`config.mk`:
```
export PLATFORM = sky130hd
export DESIGN_NAME = wr_pntrs_and_full
export DESIGN_NICKNAME = d
export VERILOG_FILES = /design/src/rtl/wr_pntrs_and_full.sv
export SDC_FILE = /design/constraint.sdc
export NUM_CORES = 1
export LEC_CHECK = 0
export CORE_AREA = 2 2 46 48
export DETAILED_ROUTE_END_ITERATION = 10
export DIE_AREA = 0 0 48 50
export GPL_TIMING_DRIVEN = 0
export PLACE_DENSITY = 0.73
export SETUP_SLACK_MARGIN = 0.02
export SYNTH_ARGS = -nofsm -noshare
export SYNTH_HDL_FRONTEND = slang
export SYNTH_SLANG_ARGS = --single-unit
```
`constraint.sdc`:
```
create_clock -name wr_clk_i -period 2.95 [get_ports wr_clk_i]
set_input_delay 0.4425 -clock wr_clk_i [delete_from_list [all_inputs] [get_ports wr_clk_i]]
set_output_delay 0.4425 -clock wr_clk_i [all_outputs]
set_load 0.02 [all_outputs]
```
`src/rtl/wr_pntrs_and_full.sv`:
```
// Write-side pointer and flag stage of a dual-clock FIFO: binary/Gray write pointer, rd-pointer synchronizer, full/usedw.
// Optional almost-full flag is built only when WR_ALMOST_FULL_EN is defined.
module wr_pntrs_and_full #(
    parameter int AWIDTH          = 3,
    parameter int SYNC_STAGES     = 2,
    parameter int ALMOST_FULL_LVL = 6
) (
    input  logic              wr_clk_i,
    input  logic              sclr_i,
    input  logic              wr_req_i,
    input  logic [AWIDTH:0]   rd_pntr_gray_i,
    output logic              wr_en_o,
    output logic [AWIDTH-1:0] wr_pntr_o,
    output logic [AWIDTH:0]   wr_pntr_gray_wr_o,
    output logic              wr_full_o,
    output logic [AWIDTH:0]   wr_usedw_o,
    output logic              wr_almost_full_o
);

    localparam int PW = AWIDTH + 1;

    if (AWIDTH < 2) begin : g_chk_awidth
        $error("wr_pntrs_and_full: AWIDTH must be >= 2");
    end
    if (SYNC_STAGES < 2) begin : g_chk_sync
        $error("wr_pntrs_and_full: SYNC_STAGES must be >= 2");
    end
    if (ALMOST_FULL_LVL < 1 || ALMOST_FULL_LVL > (2 ** AWIDTH)) begin : g_chk_af
        $error("wr_pntrs_and_full: ALMOST_FULL_LVL out of range");
    end

    function automatic logic [PW-1:0] bin2gray(input logic [PW-1:0] b);
        return b ^ (b >> 1);
    endfunction

    function automatic logic [PW-1:0] gray2bin(input logic [PW-1:0] g);
        logic [PW-1:0] b;
        b[PW-1] = g[PW-1];
        for (int k = PW - 2; k >= 0; k--) begin
            b[k] = b[k+1] ^ g[k];
        end
        return b;
    endfunction

    logic [PW-1:0] wr_pntr_bin;
    logic [PW-1:0] wr_pntr_bin_next;
    logic [PW-1:0] wr_gray_next;
    logic [PW-1:0] rd_sync [SYNC_STAGES];
    logic [PW-1:0] rd_gray_s;
    logic [PW-1:0] rd_pntr_bin_s;
    logic [PW-1:0] usedw_next;
    logic          full_next;
    logic          wr_accept;

    assign wr_accept        = wr_req_i & ~wr_full_o;
    assign wr_en_o          = wr_accept & ~sclr_i;
    assign wr_pntr_bin_next = wr_pntr_bin + PW'(wr_accept);
    assign wr_gray_next     = bin2gray(wr_pntr_bin_next);
    assign wr_pntr_o        = wr_pntr_bin[AWIDTH-1:0];

    assign rd_gray_s     = rd_sync[SYNC_STAGES-1];
    assign rd_pntr_bin_s = gray2bin(rd_gray_s);

    // Full when the next write pointer is exactly one lap ahead of the synchronized read pointer.
    assign full_next  = (wr_gray_next == {~rd_gray_s[AWIDTH:AWIDTH-1], rd_gray_s[AWIDTH-2:0]});
    assign usedw_next = wr_pntr_bin_next - rd_pntr_bin_s;

    always_ff @(posedge wr_clk_i) begin
        if (sclr_i) begin
            wr_pntr_bin       <= '0;
            wr_pntr_gray_wr_o <= '0;
            wr_full_o         <= 1'b0;
            wr_usedw_o        <= '0;
            for (int i = 0; i < SYNC_STAGES; i++) begin
                rd_sync[i] <= '0;
            end
        end else begin
            wr_pntr_bin       <= wr_pntr_bin_next;
            wr_pntr_gray_wr_o <= wr_gray_next;
            wr_full_o         <= full_next;
            wr_usedw_o        <= usedw_next;
            rd_sync[0]        <= rd_pntr_gray_i;
            for (int i = 1; i < SYNC_STAGES; i++) begin
                rd_sync[i] <= rd_sync[i-1];
            end
        end
    end

`ifdef WR_ALMOST_FULL_EN
    localparam logic [PW-1:0] AF_LVL = PW'(ALMOST_FULL_LVL);

    always_ff @(posedge wr_clk_i) begin
        if (sclr_i) begin
            wr_almost_full_o <= 1'b0;
        end else begin
            wr_almost_full_o <= (usedw_next >= AF_LVL);
        end
    end
`else
    assign wr_almost_full_o = 1'b0;
`endif

endmodule

```
==> out/metrics.cfg, run 1 <==
[status]
run_status = completed

[critical_path]
critPathMostFrequentCell = ha_1
crit_fanout = 5
crit_arrival_ns = 2.79
crit_buf_inv = 1
critPathSlowestCell = clkdlybuf4s50_1
cp_top_family = adder cells
cp.depth = 9
reg2reg_depth = 8
worstSetupPathType = in2reg
end_kind = flip-flop
cp_cell_sequence = clkdlybuf4s50_1, nor2b_1, ha_1, ha_1, ha_1, nand2b_1, a21oi_1, o32ai_1, mux2_1
cp.required_ns = 3.14
start_kind = input port
max_stage_delay_ns = 0.45

[yosys]
yosys_warnings = 0
ys_ff_latch = 20
syn-num-nets = 93
synthCells = 81
syn_area_um2 = 829.5
seq_area_frac_synth = 0.4827
synth_cell_types = 20
syn_avg_cell_area_um2 = 10.24

[flow_run]
max_cap_viol_count = 0

[timing]
tns_ns = 0
setup_slack_ns = 0.3452
setup_violations = 0
grt_setup_unrepaired = no
drv_slew = 0
hold_violations = 0
clock.fmax_ghz = 0.3839
clock_skew_ns = 0.004236
fin_crit_sh = 0.8830
fin_hold_ws_ns = 0.4459
layout_min_cycle_time_ns = 2.605

[drt]
drc = 0
wl_per_cell_um = 9.408
avgViaCountPerCell = 4.500
ant_nets = 0
drt_iter0_markers = 9
drtPass1Iterations = 4
wl_um = 1223
vias = 585

[clocking]
cts_buffer_depth = 2
cts_made_buffers = 3
cts_hold_buf = 0
cts.repair.resized = 0
htree_levels = 1
clkSinkCount = 20
cts-root-buf = clkbuf_4
clock_latency_ns = 0.29
cts_tree = built
clk_pin_slew_ns = 0.10
postCtsSetupRepairBufs = 0

[layout]
area_growth_syn_to_layout_pct = 29.71
n_antenna_cell = 0
fin_area_um2 = 1076
layout.nets = 117
fin_util = 0.5658
drive_gt1_frac = 0.05825

[min_path]
min_path_type = reg2reg
whs_path_depth = 1

[power]
leakagePower_uw = 0.0004189
vdd_ir_drop_max_v = 0.0003200
pwr_density_cell_nw_per_um2 = 538.3

[place]
place_ws_ns = 0.01811
io_buffers = 19
place_area_um2 = 1054
gp_congestion = 0.7243
dp_hpwl_um = 955.6

[floorplanning]
fp.dieW_um = 48
ios = 21
fp-row-count = 16
dieArea_um2 = 2400
die_y_um = 50
coreArea_um2 = 1902
initial_core_util = 0.4362

[global_routing]
grt.total_usage = 0.1300
grt_pass1_wl_um = 2118
grt_max_degree = 11
antenna_found_initial = 0
grt_overflow_total = 0
grt_pass1_vias = 514

-- state kept, by name, summed over array words and instances (netlist names) --
name	cells
rd_sync	8
wr_pntr_bin	3
wr_pntr_gray_wr_o	4
wr_full_o	1
wr_usedw_o	4
-- power breakdown --
| part | leakage, µW | total [µW] | switching [µW] | internal, µW |
|---|---|---|---|---|
| clock | 0.0000138 | 121 | 74.0 | 47.5 |
| combinational | 0.000240 | 157 | 77.4 | 79.2 |
| sequential | 0.000165 | 301 | 8.36 | 293 |
| total | 0.000419 | 579 | 160 | 419 |
-- routing by layer --
layer,GRT usage,routed length [µm],vias to the layer above
met5,0,0,-
met4,0.06757,19,0
met3,0.04396,65,6
met2,0.2022,579,25
met1,0.1512,560,258
li1,-,-,296
-- path summary, 6_finish.rpt --
check / startpoint / end / slack (ns)
max reg2reg: wr_full_o$_SDFF_PP0_ / wr_usedw_o[3]$_SDFF_PP0_ / 0.64
min: rd_sync[0][3]$_SDFF_PP0_ / rd_sync[0][7]$_SDFF_PP0_ / 0.45
min reg2reg: rd_sync[0][3]$_SDFF_PP0_ / rd_sync[0][7]$_SDFF_PP0_ / 0.45
max: wr_req_i / wr_usedw_o[3]$_SDFF_PP0_ / 0.35
-- final cells by class --
type	instances	area (µm²)
tap	27	33.78
fill	179	825.8
sequential	20	400.4
buffer	3	15.01
clock buffer	3	22.52
inverter	3	11.26
timing repair buffer	19	190.2
multi-input combinational	55	402.9
-- cells in the mapped netlist --
cell	number	area, µm²
nor2_1	9	33.78
nor4_2	1	12.51
fa_1	1	20.02
nor2b_1	13	81.33
clkbuf_1	2	7.510
nand2b_1	1	6.260
a21oi_1	1	5.000
mux2_1	1	11.26
nand2_1	4	15.01
xnor2_2	1	16.27
buf_4	1	7.510
o32ai_1	1	8.760
xor2_1	6	52.55
a31oi_1	1	6.260
ha_1	4	50.05
nand3_1	2	10.01
conb_1	1	3.750
inv_1	3	11.26
dfxtp_1	20	400.4
xnor2_1	8	70.07
-- worst register-to-register path, cell delays in order (launching register included) --
cell	delay [ns]
dfxtp_1	0.33
nor2b_1	0.13
ha_1	0.22
ha_1	0.33
ha_1	0.32
nand2b_1	0.12
a21oi_1	0.10
o32ai_1	0.31
mux2_1	0.34
-- cell families after synthesis --
family	share of synthesized area
DFF	0.4826
AOI/OAI and AO/OA	0.02413
buffers and inverters	0.03168
and+or+nand+nor	0.1916
other	0.004521
muxes	0.01357
xor gates and xnor gates	0.1674
adders and majority gates	0.08447
-- cell usage in the layout, fill, tap and decap left out, drive strengths merged --
cell           synthesis  routed
a31oi                  1       1
ha                     4       4
xnor2                  9       9
nand3                  2       2
nand2b                 1       1
dfxtp                 20      20
clkbuf                 2       5
a21oi                  1       1
buf                    1       1
nor2b                 13      13
inv                    3       3
clkdlybuf4s50          0      19
xor2                   6       6
nor4                   1       1
conb                   1       1
o32ai                  1       1
nand2                  4       4
fa                     1       1
nor2                   9       9
mux2                   1       1
-- per-stage QoR --
stage               total power, µW  std cells
floorplan                     409.9         81
global placement              463.4        127
detailed placement            465.5        127
CTS                           586.1        130
global route                  621.8        130
finish                        579.2        130
(Power assumes the default switching activity.)
==> run 2: changes to the inputs <==
--- a/config.mk
+++ b/config.mk
@@ -11,6 +11,7 @@
 export GPL_TIMING_DRIVEN = 0
 export PLACE_DENSITY = 0.73
 export SETUP_SLACK_MARGIN = 0.02
+export SKIP_LAST_GASP = 1
 export SYNTH_ARGS = -nofsm -noshare
 export SYNTH_HDL_FRONTEND = slang
 export SYNTH_SLANG_ARGS = --single-unit
==> results of run 2 <==
The final DEF is identical to that of run 1; final timing and power are the same.
